--- src/rtl/ddr_port_pkg.sv ---
// Shared definitions for the DDR port clients and the fixed-priority arbiter.
// Contents:
//   state_e        - requester FSM state encoding (IDLE, REQ, CMD, DATA)
//   PORT_*         - arbiter request/grant bit index of each client port
//   DEF_BURST_LEN  - default number of beats per write burst
package ddr_port_pkg;

    typedef enum logic [1:0] {
        ST_IDLE = 2'd0,
        ST_REQ  = 2'd1,
        ST_CMD  = 2'd2,
        ST_DATA = 2'd3
    } state_e;

    localparam int PORT_CAMERA = 0;
    localparam int PORT_HDMI   = 1;
    localparam int PORT_AUDIO  = 2;
    localparam int PORT_SPARE  = 3;

    localparam int DEF_BURST_LEN = 64;

endpackage

--- src/rtl/ddr_addr_gen.sv ---
// Burst start-address generator for one DDR write port.
// Holds the current burst address, advances it by one burst when a burst
// completes, wraps it back to BASE_ADDR at the end of the port's region
// (pulsing o_frame_wrap), and handles frame rewinds, which are deferred
// while a burst is in flight.
// Ports:
//   clk, rst_n      - clock, synchronous active-low reset
//   i_idle          - requester is in IDLE (a deferred rewind may be applied)
//   i_can_rewind    - requester is in IDLE or REQ (rewind applies at once)
//   i_frame_start   - one-cycle frame start pulse
//   i_burst_done    - last beat of the current burst accepted
//   o_addr          - burst start beat address
//   o_frame_wrap    - one-cycle pulse when the address wraps to BASE_ADDR
module ddr_addr_gen
    import ddr_port_pkg::*;
#(
    parameter int ADDR_W       = 28,
    parameter int BURST_LEN    = DEF_BURST_LEN,
    parameter int BASE_ADDR    = 0,
    parameter int REGION_BEATS = 1048576
) (
    input  logic              clk,
    input  logic              rst_n,
    input  logic              i_idle,
    input  logic              i_can_rewind,
    input  logic              i_frame_start,
    input  logic              i_burst_done,
    output logic [ADDR_W-1:0] o_addr,
    output logic              o_frame_wrap
);

    // One extra bit so the end-of-region compare cannot overflow.
    localparam logic [ADDR_W:0]   LIMIT = (ADDR_W+1)'(BASE_ADDR + REGION_BEATS);
    localparam logic [ADDR_W-1:0] BASE  = ADDR_W'(BASE_ADDR);

    logic [ADDR_W-1:0] r_addr;
    logic              r_rewind_pend;
    logic              r_frame_wrap;
    logic [ADDR_W:0]   w_next;
    logic              w_wrap;
    logic [ADDR_W-1:0] w_adv;

    // Next burst address after the current one, wrapped into the region.
    always_comb begin
        w_next = {1'b0, r_addr} + (ADDR_W+1)'(BURST_LEN);
        w_wrap = (w_next >= LIMIT);
        if (w_wrap) begin
            w_adv = BASE;
        end else begin
            w_adv = w_next[ADDR_W-1:0];
        end
    end

    // Address register, deferred-rewind flag and wrap pulse.
    always_ff @(posedge clk) begin
        if (!rst_n) begin
            r_addr        <= BASE;
            r_rewind_pend <= 1'b0;
            r_frame_wrap  <= 1'b0;
        end else begin
            r_frame_wrap <= 1'b0;
            if (i_burst_done) begin
                // A rewind requested during the burst (or on its last beat)
                // wins over the normal advance and suppresses frame_wrap.
                if (r_rewind_pend || i_frame_start) begin
                    r_addr        <= BASE;
                    r_rewind_pend <= 1'b0;
                end else begin
                    r_addr       <= w_adv;
                    r_frame_wrap <= w_wrap;
                end
            end else if (i_frame_start) begin
                if (i_can_rewind) begin
                    r_addr        <= BASE;
                    r_rewind_pend <= 1'b0;
                end else begin
                    r_rewind_pend <= 1'b1;
                end
            end else if (i_idle && r_rewind_pend) begin
                r_addr        <= BASE;
                r_rewind_pend <= 1'b0;
            end
        end
    end

    assign o_addr       = r_addr;
    assign o_frame_wrap = r_frame_wrap;

endmodule

--- src/rtl/ddr_wr_requester.sv ---
// Client-side DDR write requester. Watches a show-ahead (FWFT) client FIFO,
// requests the DDR port from the arbiter once a full burst is buffered,
// issues one write command on grant and streams exactly BURST_LEN beats.
// Ports:
//   clk, rst_n                 - clock, synchronous active-low reset
//   enable                     - port enable, sampled in IDLE only
//   frame_start                - rewind burst address to BASE_ADDR
//   fifo_rd_level/data/en      - client FWFT FIFO level, head word, pop
//   request / grant            - arbiter handshake for this port
//   cmd_valid/ready/addr/len   - write command to the DDR controller
//   wr_valid/ready/data/last   - write data beats to the DDR controller
//   frame_wrap                 - pulse when the address wraps to BASE_ADDR
module ddr_wr_requester
    import ddr_port_pkg::*;
#(
    parameter int ADDR_W       = 28,
    parameter int DATA_W       = 128,
    parameter int BURST_LEN    = DEF_BURST_LEN,
    parameter int LVL_W        = 10,
    parameter int BASE_ADDR    = 0,
    parameter int REGION_BEATS = 1048576
) (
    input  logic              clk,
    input  logic              rst_n,
    input  logic              enable,
    input  logic              frame_start,
    input  logic [LVL_W-1:0]  fifo_rd_level,
    input  logic [DATA_W-1:0] fifo_rd_data,
    output logic              fifo_rd_en,
    output logic              request,
    input  logic              grant,
    output logic              cmd_valid,
    input  logic              cmd_ready,
    output logic [ADDR_W-1:0] cmd_addr,
    output logic [7:0]        cmd_len,
    output logic              wr_valid,
    input  logic              wr_ready,
    output logic [DATA_W-1:0] wr_data,
    output logic              wr_last,
    output logic              frame_wrap
);

    localparam int CNT_W = $clog2(BURST_LEN);

    state_e             r_state;
    logic               r_request;
    logic               r_cmd_valid;
    logic               r_wr_valid;
    logic               r_wr_last;
    logic [CNT_W-1:0]   r_beat;

    logic               w_accept;
    logic               w_last_accept;
    logic               w_level_ok;

    assign w_accept      = r_wr_valid & wr_ready;
    assign w_last_accept = w_accept & (r_beat == CNT_W'(BURST_LEN - 1));
    assign w_level_ok    = ({1'b0, fifo_rd_level} >= (LVL_W+1)'(BURST_LEN));

    // Request/command/data FSM with registered handshake outputs.
    always_ff @(posedge clk) begin
        if (!rst_n) begin
            r_state     <= ST_IDLE;
            r_request   <= 1'b0;
            r_cmd_valid <= 1'b0;
            r_wr_valid  <= 1'b0;
            r_wr_last   <= 1'b0;
            r_beat      <= '0;
        end else begin
            case (r_state)
                ST_IDLE: begin
                    if (enable && w_level_ok) begin
                        r_state   <= ST_REQ;
                        r_request <= 1'b1;
                    end
                end
                ST_REQ: begin
                    if (grant) begin
                        r_state     <= ST_CMD;
                        r_cmd_valid <= 1'b1;
                    end
                end
                ST_CMD: begin
                    // grant no longer matters: the downstream mux holds on request.
                    if (cmd_ready) begin
                        r_state     <= ST_DATA;
                        r_cmd_valid <= 1'b0;
                        r_wr_valid  <= 1'b1;
                        r_wr_last   <= 1'b0;
                    end
                end
                ST_DATA: begin
                    if (w_last_accept) begin
                        // Dropping request here guarantees one idle cycle
                        // before the next burst can re-request.
                        r_state    <= ST_IDLE;
                        r_request  <= 1'b0;
                        r_wr_valid <= 1'b0;
                        r_wr_last  <= 1'b0;
                        r_beat     <= '0;
                    end else if (w_accept) begin
                        r_beat    <= r_beat + CNT_W'(1);
                        r_wr_last <= (r_beat == CNT_W'(BURST_LEN - 2));
                    end
                end
                default: begin
                    r_state     <= ST_IDLE;
                    r_request   <= 1'b0;
                    r_cmd_valid <= 1'b0;
                    r_wr_valid  <= 1'b0;
                    r_wr_last   <= 1'b0;
                    r_beat      <= '0;
                end
            endcase
        end
    end

    ddr_addr_gen #(
        .ADDR_W       (ADDR_W),
        .BURST_LEN    (BURST_LEN),
        .BASE_ADDR    (BASE_ADDR),
        .REGION_BEATS (REGION_BEATS)
    ) u_addr_gen (
        .clk           (clk),
        .rst_n         (rst_n),
        .i_idle        (r_state == ST_IDLE),
        .i_can_rewind  ((r_state == ST_IDLE) || (r_state == ST_REQ)),
        .i_frame_start (frame_start),
        .i_burst_done  (w_last_accept),
        .o_addr        (cmd_addr),
        .o_frame_wrap  (frame_wrap)
    );

    assign request    = r_request;
    assign cmd_valid  = r_cmd_valid;
    assign cmd_len    = 8'(BURST_LEN - 1);
    assign wr_valid   = r_wr_valid;
    assign wr_last    = r_wr_last;
    // FWFT head is forwarded directly; a stalled beat keeps its data
    // because nothing is popped.
    assign wr_data    = fifo_rd_data;
    assign fifo_rd_en = w_accept;

endmodule

--- config.mk ---
export PLATFORM = sky130hd
export DESIGN_NAME = ddr_wr_requester
export DESIGN_NICKNAME = d
export VERILOG_FILES = /design/src/rtl/ddr_port_pkg.sv /design/src/rtl/ddr_addr_gen.sv /design/src/rtl/ddr_wr_requester.sv
export SDC_FILE = /design/constraint.sdc
export NUM_CORES = 1
export LEC_CHECK = 0
export ABC_CLOCK_PERIOD_IN_PS = 3900
export CORE_AREA = 3 3 121 123
export DETAILED_ROUTE_END_ITERATION = 10
export DIE_AREA = 0 0 124 126
export PLACE_DENSITY = 0.66
export SYNTH_ARGS = -nofsm -noshare
export SYNTH_HDL_FRONTEND = slang
export SYNTH_HIERARCHICAL = 1
export SYNTH_SLANG_ARGS = --single-unit
--- constraint.sdc ---
create_clock -name clk -period 3.9 [get_ports clk]
set_clock_uncertainty 0.15 [all_clocks]
set_input_delay 0.585 -clock clk [delete_from_list [all_inputs] [get_ports clk]]
set_output_delay 0.585 -clock clk [all_outputs]
set_load 0.01 [all_outputs]
==> flow_results.xml, run 1 <==
<?xml version="1.0" encoding="UTF-8"?>
<metrics>
  <group name="clocking">
    <metric name="clock_latency" unit="ns">0.28</metric>
    <metric name="h-tree-depth" unit="">2</metric>
    <metric name="post-cts-setup-buffer-count" unit="">0</metric>
    <metric name="clock_sink_count" unit="">36</metric>
    <metric name="tritoncts" unit="">done</metric>
    <metric name="clock_tree.root_cell" unit="">sky130_fd_sc_hd__clkbuf_16</metric>
    <metric name="cts_max_path_buffers" unit="">2</metric>
    <metric name="clk_pin_slew" unit="ns">0.06</metric>
    <metric name="numCtsBuffers" unit="">5</metric>
    <metric name="post_cts_resized" unit="">0</metric>
    <metric name="cts.hold.buffers_added" unit="">0</metric>
  </group>
  <group name="placed_design">
    <metric name="hpwl" unit="mm">4.87</metric>
    <metric name="dp.cells" unit="">467</metric>
    <metric name="globalplace.congestion" unit="">0.845</metric>
    <metric name="io_buffer_count" unit="">38</metric>
  </group>
  <group name="critical_path">
    <metric name="critical_path_required" unit="ns">3.96</metric>
    <metric name="endpoint_kind" unit="">flip-flop</metric>
    <metric name="worst-setup-path-type" unit="">reg2reg</metric>
    <metric name="worstSetupStartpointType" unit="">flip-flop</metric>
    <metric name="timing.critical_path.fanout_max" unit="">10</metric>
    <metric name="arrival" unit="ns">2.92</metric>
  </group>
  <group name="grt">
    <metric name="antenna_found_initial" unit="">0</metric>
    <metric name="grt_first_pass_wirelength" unit="mm">9.58</metric>
    <metric name="globalRouteTotalUtil" unit="%">7.85</metric>
    <metric name="overflow" unit="">0</metric>
    <metric name="pin_count_of_the_biggest_net_entering_global_routing" unit="">24</metric>
    <metric name="grt_pass1_vias" unit="">1806</metric>
  </group>
  <group name="final_layout">
    <metric name="antennaDiodeCount" unit="">0</metric>
    <metric name="nets" unit="">446</metric>
    <metric name="final-seq-area" unit="um^2">721</metric>
    <metric name="final_layout_size_suffix_gt1_share" unit="%">7.12</metric>
    <metric name="area_growth" unit="%">-8.79</metric>
    <metric name="filler_cells" unit="">1530</metric>
    <metric name="multi_input_comb_area" unit="um^2">1250</metric>
    <metric name="finish.cell_count_without_fillers" unit="">475</metric>
  </group>
  <group name="drt">
    <metric name="wirelength" unit="mm">6.45</metric>
    <metric name="firstDrtPassIters" unit="">4</metric>
    <metric name="avgRoutedWirePerCell" unit="um">13.6</metric>
    <metric name="post_drt_via_cell_ratio" unit="">4.24</metric>
    <metric name="count_of_nets_left_with_antenna_violations_after_detail_routing" unit="">0</metric>
    <metric name="detailroute.via_count" unit="">2013</metric>
    <metric name="drt_iter0_markers" unit="">141</metric>
    <metric name="drc" unit="">0</metric>
  </group>
  <group name="die">
    <metric name="die_h" unit="um">126</metric>
    <metric name="initial_core_utilization" unit="%">22.2</metric>
    <metric name="core" unit="um^2">13800</metric>
    <metric name="die_width" unit="um">124</metric>
    <metric name="number_of_rows_in_the_core_area" unit="">43</metric>
    <metric name="design.portCount" unit="">315</metric>
    <metric name="floorplan.die_area" unit="um^2">15600</metric>
  </group>
  <group name="sta">
    <metric name="max_slew_margin" unit="%">51.9</metric>
    <metric name="period_needed" unit="ns">2.86</metric>
    <metric name="fmaxAchievable" unit="GHz">0.350</metric>
    <metric name="setup-violations-final" unit="">0</metric>
    <metric name="timing.setup.tns" unit="ns">0</metric>
    <metric name="whs" unit="ns">0.318</metric>
    <metric name="timing.final.max_slew_violations" unit="">0</metric>
    <metric name="timing.final.crit_share" unit="%">73.2</metric>
    <metric name="rsz0062_at_grt" unit="">false</metric>
    <metric name="worst_margin_pin_slew" unit="ns">0.721</metric>
    <metric name="hold_violations" unit="">0</metric>
  </group>
  <group name="pwr">
    <metric name="vdd_ir_drop_max" unit="mV">0.207</metric>
    <metric name="report.power.total" unit="mW">1.12</metric>
    <metric name="cellLeakagePower" unit="nW">0.994</metric>
    <metric name="power-per-cell-area" unit="nW/um^2">401</metric>
  </group>
  <group name="worst_hold_path">
    <metric name="hold_path.class" unit="">reg2reg</metric>
  </group>
  <group name="yosys">
    <metric name="syn_inst" unit="">385</metric>
    <metric name="synth_edf_count" unit="">0</metric>
    <metric name="synth_cell_types" unit="">49</metric>
    <metric name="yosys_most_used_dff" unit="">sky130_fd_sc_hd__dfxtp_1</metric>
    <metric name="synth_async_sr_flop_share" unit="%">0</metric>
    <metric name="synth_seq_cells" unit="">36</metric>
    <metric name="synthesis.area" unit="um^2">3060</metric>
    <metric name="yosysWarnings" unit="">6</metric>
    <metric name="seq_area_frac_synth" unit="%">23.6</metric>
    <metric name="syn_avg_cell_area" unit="um^2">7.95</metric>
  </group>
  <group name="run_status">
    <metric name="run_status" unit="">completed</metric>
  </group>
  <group name="job">
    <metric name="timing.max_cap.violations" unit="">0</metric>
  </group>
</metrics>
==> report_power, final <==
group | total [mW] | switching, mW | internal, mW | leakage (nW)
combinational | 0.231 | 0.119 | 0.112 | 0.622
clock | 0.469 | 0.166 | 0.304 | 0.0804
sequential | 0.419 | 0.0253 | 0.394 | 0.291
==> critical path: stages, from the launching register on <==
cell and delay [ns]:
sky130_fd_sc_hd__dfxtp_1 0.39, sky130_fd_sc_hd__ha_1 0.37, sky130_fd_sc_hd__and3_1 0.20, sky130_fd_sc_hd__nand4_1 0.10
sky130_fd_sc_hd__a211o_1 0.32, sky130_fd_sc_hd__a2111oi_4 0.72, sky130_fd_sc_hd__nand3_4 0.29, sky130_fd_sc_hd__o211ai_2 0.24
==> metrics by stage <==
stage                     util [%]  worst slack, ns  instance area, um^2
final                         20.3             1.04                 2790
after detailed placement      19.0            0.842                 2620
after global routing          20.3            0.918                 2790
after floorplan                  -             1.47                 3100
after CTS                     20.3             1.08                 2790
after global placement        19.0            0.898                 2620
==> worst paths after layout <==
path	startpoint	end	slack [ns]	cells past startpoint
setup / recovery	u_addr_gen/o_addr[6]$_SDFFE_PN0P_	u_addr_gen/o_addr[14]$_SDFFE_PN0P_	1.04	7
hold / removal	wr_last$_SDFFE_PN0P_	wr_last$_SDFFE_PN0P_	0.32	2
setup reg to reg	u_addr_gen/o_addr[6]$_SDFFE_PN0P_	u_addr_gen/o_addr[14]$_SDFFE_PN0P_	1.04	7
hold reg to reg	wr_last$_SDFFE_PN0P_	wr_last$_SDFFE_PN0P_	0.32	2
==> registers in the layout (all words and copies together), names as in the netlist <==
| register | cells |
|---|---|
| wr_last | 1 |
| r_beat | 6 |
| wr_valid | 1 |
| u_addr_gen/r_rewind_pend | 1 |
| r_state | 2 |
| request | 1 |
| cmd_valid | 1 |
| u_addr_gen/o_frame_wrap | 1 |
| u_addr_gen/o_addr | 22 |
==> placed cells by master (no fill, tap or decap), types with 2 or more instances in the layout <==
| cell type | synthesis | final |
|---|---|---|
| sky130_fd_sc_hd__xor2_1 | 6 | 6 |
| sky130_fd_sc_hd__nor2_1 | 17 | 17 |
| sky130_fd_sc_hd__o2111ai_1 | 5 | 5 |
| sky130_fd_sc_hd__or2_2 | 2 | 2 |
| sky130_fd_sc_hd__a21boi_0 | 2 | 2 |
| sky130_fd_sc_hd__o31ai_1 | 2 | 2 |
| sky130_fd_sc_hd__conb_1 | 3 | 14 |
| sky130_fd_sc_hd__clkdlybuf4s50_1 | 0 | 38 |
| sky130_fd_sc_hd__o21a_1 | 3 | 3 |
| sky130_fd_sc_hd__nor3_1 | 5 | 5 |
| sky130_fd_sc_hd__mux2i_1 | 3 | 3 |
| sky130_fd_sc_hd__inv_1 | 7 | 7 |
| sky130_fd_sc_hd__dfxtp_1 | 36 | 36 |
| sky130_fd_sc_hd__or4_1 | 2 | 2 |
| sky130_fd_sc_hd__a21oi_1 | 5 | 5 |
| sky130_fd_sc_hd__xnor2_1 | 5 | 5 |
| sky130_fd_sc_hd__nand4_1 | 14 | 14 |
| sky130_fd_sc_hd__nand3_1 | 8 | 8 |
| sky130_fd_sc_hd__o211ai_2 | 2 | 2 |
| sky130_fd_sc_hd__and2_1 | 16 | 16 |
| sky130_fd_sc_hd__ha_1 | 7 | 7 |
| sky130_fd_sc_hd__o21ai_0 | 5 | 5 |
| sky130_fd_sc_hd__and3_1 | 7 | 7 |
| sky130_fd_sc_hd__nor2b_1 | 4 | 4 |
| sky130_fd_sc_hd__nand2_1 | 40 | 40 |
| sky130_fd_sc_hd__nor4_1 | 3 | 3 |
| sky130_fd_sc_hd__o21ai_1 | 8 | 8 |
| sky130_fd_sc_hd__clkbuf_16 | 0 | 5 |
==> cells by family after synthesis <==
group | after synthesis | share of synthesized area [%]
adder cells (fa/ha/maj) | 7 | 2.86
AO/OA/AOI/OAI | 40 | 9.73
other | 3 | 0.368
buffers and inverters | 156 | 36.9
XOR/XNOR | 11 | 3.15
flip-flops | 36 | 23.6
AND/OR/NAND/NOR | 129 | 22.4
multiplexers | 3 | 0.982
==> final cells by class <==
cell class                 instances  area share [%]
clock buffer                       5            4.48
clock inverter                     3            1.66
inverter                           8            1.08
multi-input combinational        204            45.0
sequential                        36            25.8
tap                              180            8.07
timing repair buffer              39            13.9
==> per-layer routing <==
metal  GRT usage (%)  vias up  wire (um)
met5               0        -          0
met4            9.73        0        777
met3            3.10       71        705
met2            10.6      107       2680
met1            8.20      883       2290
li1                -      952          -
==> Yosys cell counts (all sizes together), types with 5 or more instances <==
library cell  count  area share, %
nand2            40            4.9
nand3             9            1.9
inv               8           0.98
a21oi             5           0.82
nor3              5           0.82
dfxtp            36             24
xnor2             5            1.4
and3              7            1.4
xor2              6            1.7
ha                7            2.9
and2             16            3.3
nor2             17            2.1
nand4            14            2.9
buf             144             35
o2111ai           5            1.4
o21ai            14            2.4
Note: power is estimated with default switching activity, not from simulation.
==> run 2: changes to the inputs <==
--- a/config.mk
+++ b/config.mk
@@ -5,11 +5,11 @@
 export SDC_FILE = /design/constraint.sdc
 export NUM_CORES = 1
 export LEC_CHECK = 0
-export ABC_CLOCK_PERIOD_IN_PS = 3900
-export CORE_AREA = 3 3 121 123
+export ABC_CLOCK_PERIOD_IN_PS = 2800
+export CORE_AREA = 3 3 122 124
 export DETAILED_ROUTE_END_ITERATION = 10
-export DIE_AREA = 0 0 124 126
-export PLACE_DENSITY = 0.66
+export DIE_AREA = 0 0 125 127
+export PLACE_DENSITY = 0.65
 export SYNTH_ARGS = -nofsm -noshare
 export SYNTH_HDL_FRONTEND = slang
 export SYNTH_HIERARCHICAL = 1
==> constraint.sdc (replaced) <==
create_clock -name clk -period 2.8 [get_ports clk]
set_clock_uncertainty 0.15 [all_clocks]
set_input_delay 0.42 -clock clk [delete_from_list [all_inputs] [get_ports clk]]
set_output_delay 0.42 -clock clk [all_outputs]
set_load 0.01 [all_outputs]
==> flow_results.xml, run 2 (synthesis results as in run 1) <==
<?xml version="1.0" encoding="UTF-8"?>
<metrics>
  <group name="run_status">
    <metric name="run_status" unit="">completed</metric>
  </group>
  <group name="grt">
    <metric name="grt_pass1_vias" unit="">1959</metric>
    <metric name="antenna_found_initial" unit="">0</metric>
    <metric name="overflow" unit="">0</metric>
    <metric name="grt_first_pass_wirelength" unit="mm">10.3</metric>
    <metric name="pin_count_of_the_biggest_net_entering_global_routing" unit="">24</metric>
    <metric name="globalRouteTotalUtil" unit="%">8.15</metric>
  </group>
  <group name="pwr">
    <metric name="cellLeakagePower" unit="nW">1.04</metric>
    <metric name="vdd_ir_drop_max" unit="mV">0.176</metric>
    <metric name="power-per-cell-area" unit="nW/um^2">516</metric>
  </group>
  <group name="clocking">
    <metric name="h-tree-depth" unit="">2</metric>
    <metric name="clock_sink_count" unit="">36</metric>
    <metric name="cts_max_path_buffers" unit="">2</metric>
    <metric name="post_cts_resized" unit="">0</metric>
    <metric name="tritoncts" unit="">done</metric>
    <metric name="cts.hold.buffers_added" unit="">0</metric>
    <metric name="clock_tree.root_cell" unit="">sky130_fd_sc_hd__clkbuf_16</metric>
    <metric name="numCtsBuffers" unit="">5</metric>
    <metric name="clk_pin_slew" unit="ns">0.06</metric>
    <metric name="clock_latency" unit="ns">0.28</metric>
    <metric name="post-cts-setup-buffer-count" unit="">0</metric>
  </group>
  <group name="placed_design">
    <metric name="globalplace.congestion" unit="">0.834</metric>
    <metric name="io_buffer_count" unit="">38</metric>
    <metric name="dpl_worst_slack" unit="ns">0.289</metric>
    <metric name="hpwl" unit="mm">5.10</metric>
  </group>
  <group name="job">
    <metric name="timing.max_cap.violations" unit="">0</metric>
  </group>
  <group name="drt">
    <metric name="met3_length" unit="um">732</metric>
    <metric name="avgRoutedWirePerCell" unit="um">13.8</metric>
    <metric name="drt_iter0_markers" unit="">74</metric>
    <metric name="topRoutingLayerUsed" unit="">met4</metric>
    <metric name="firstDrtPassIters" unit="">4</metric>
    <metric name="wirelength" unit="mm">6.70</metric>
    <metric name="drc" unit="">0</metric>
    <metric name="met2WireLength" unit="mm">2.98</metric>
    <metric name="wl_met1" unit="mm">2.47</metric>
    <metric name="detailroute.via_count" unit="">2066</metric>
    <metric name="post_drt_via_cell_ratio" unit="">4.26</metric>
    <metric name="count_of_nets_left_with_antenna_violations_after_detail_routing" unit="">0</metric>
  </group>
  <group name="sta">
    <metric name="setup-violations-final" unit="">0</metric>
    <metric name="timing.final.crit_share" unit="%">88.0</metric>
    <metric name="whs" unit="ns">0.332</metric>
    <metric name="timing.setup.tns" unit="ns">0</metric>
    <metric name="fmaxAchievable" unit="GHz">0.406</metric>
    <metric name="period_needed" unit="ns">2.46</metric>
    <metric name="setup_ws" unit="ns">0.335</metric>
    <metric name="rsz0062_at_grt" unit="">false</metric>
    <metric name="hold_violations" unit="">0</metric>
    <metric name="timing.final.max_slew_violations" unit="">0</metric>
  </group>
  <group name="critical_path">
    <metric name="endpoint_kind" unit="">flip-flop</metric>
    <metric name="crit-reg2reg-capture" unit="">u_addr_gen/o_addr[17]$_SDFFE_PN0P_</metric>
    <metric name="worstSetupStartpointType" unit="">flip-flop</metric>
    <metric name="worst-setup-path-type" unit="">reg2reg</metric>
    <metric name="startpoint" unit="">u_addr_gen/o_addr[15]$_SDFFE_PN0P_</metric>
    <metric name="critical_path_required" unit="ns">2.86</metric>
    <metric name="worst_setup_path_endpoint" unit="">u_addr_gen/o_addr[17]$_SDFFE_PN0P_</metric>
    <metric name="timing.critical_path.fanout_max" unit="">9</metric>
    <metric name="critical_path.reg2reg.startpoint" unit="">u_addr_gen/o_addr[15]$_SDFFE_PN0P_</metric>
    <metric name="r2r_cells" unit="">6</metric>
    <metric name="regToRegSetupSlack" unit="ns">0.34</metric>
    <metric name="arrival" unit="ns">2.52</metric>
  </group>
  <group name="die">
    <metric name="die_width" unit="um">125</metric>
    <metric name="core" unit="um^2">13900</metric>
    <metric name="die_h" unit="um">127</metric>
    <metric name="floorplan.die_area" unit="um^2">15900</metric>
    <metric name="initial_core_utilization" unit="%">22.0</metric>
    <metric name="number_of_rows_in_the_core_area" unit="">43</metric>
    <metric name="design.portCount" unit="">315</metric>
  </group>
  <group name="final_layout">
    <metric name="nets" unit="">456</metric>
    <metric name="most_common_cell_after_layout_fill_and_taps_aside" unit="">sky130_fd_sc_hd__nand2_1</metric>
    <metric name="antennaDiodeCount" unit="">0</metric>
    <metric name="filler_cells" unit="">1544</metric>
    <metric name="area_growth" unit="%">-6.63</metric>
    <metric name="layout.cells.most_common_list" unit="">sky130_fd_sc_hd__nand2_1 (40), sky130_fd_sc_hd__clkdlybuf4s50_1 (38), sky130_fd_sc_hd__dfxtp_1 (36)</metric>
    <metric name="final_core_utilization" unit="%">20.6</metric>
    <metric name="largest_register_ffs" unit="">22</metric>
    <metric name="final_layout_size_suffix_gt1_share" unit="%">9.84</metric>
  </group>
  <group name="worst_hold_path">
    <metric name="hold_path_cells" unit="">2</metric>
    <metric name="hold_path.class" unit="">reg2reg</metric>
  </group>
</metrics>
[run 2: report_power, final]
group | internal [mW] | switching (mW) | total (mW)
Sequential | 0.549 | 0.0373 | 0.586
Combinational | 0.156 | 0.165 | 0.321
Clock | 0.354 | 0.214 | 0.568
Total | 1.06 | 0.417 | 1.48
[run 2: critical path, stage by stage, from the launching register on]
cell and delay, ns:
sky130_fd_sc_hd__dfxtp_1 0.45, sky130_fd_sc_hd__nand4_1 0.19, sky130_fd_sc_hd__nand4bb_1 0.28, sky130_fd_sc_hd__or4_1 0.55, sky130_fd_sc_hd__nand2_1 0.34, sky130_fd_sc_hd__nand3_4 0.22, sky130_fd_sc_hd__o211ai_2 0.21
[run 2: layout make-up]
cell class	instances	area, um^2	share of cell area (%)
clock buffer	7	143	4.99
clock inverter	1	7.51	0.263
inverter	8	30.0	1.05
multi-input combinational	204	1250	43.9
sequential	36	721	25.2
tap	180	225	7.88
timing repair buffer	49	475	16.6
[run 2: worst min-delay path by stage]
stage / slack, ns / from / end
6_report: 0.33 / wr_last$_SDFFE_PN0P_ / wr_last$_SDFFE_PN0P_
5_1_grt: 0.35 / wr_last$_SDFFE_PN0P_ / wr_last$_SDFFE_PN0P_
4_1_cts: 0.33 / wr_last$_SDFFE_PN0P_ / wr_last$_SDFFE_PN0P_
3_5_place_dp: 0.32 / wr_last$_SDFFE_PN0P_ / wr_last$_SDFFE_PN0P_
3_3_place_gp: 0.32 / wr_last$_SDFFE_PN0P_ / wr_last$_SDFFE_PN0P_
2_1_floorplan: 0.32 / u_addr_gen/r_rewind_pend$_SDFFE_PN0P_ / u_addr_gen/r_rewind_pend$_SDFFE_PN0P_
[run 2: routing by layer]
metal  global-route usage [%]  vias up
met2                     12.6       90
met5                        0        -
met3                     3.97       60
met4                     8.04        0
met1                     7.82      949
li1                         -      967
[run 2: metrics by stage]
step	instances	area [um^2]	power, mW
after floorplan	396	3100	1.00
after global placement	477	2710	0.908
after detailed placement	477	2710	0.924
after CTS	485	2860	1.51
after global routing	485	2860	1.56
final	485	2860	1.48
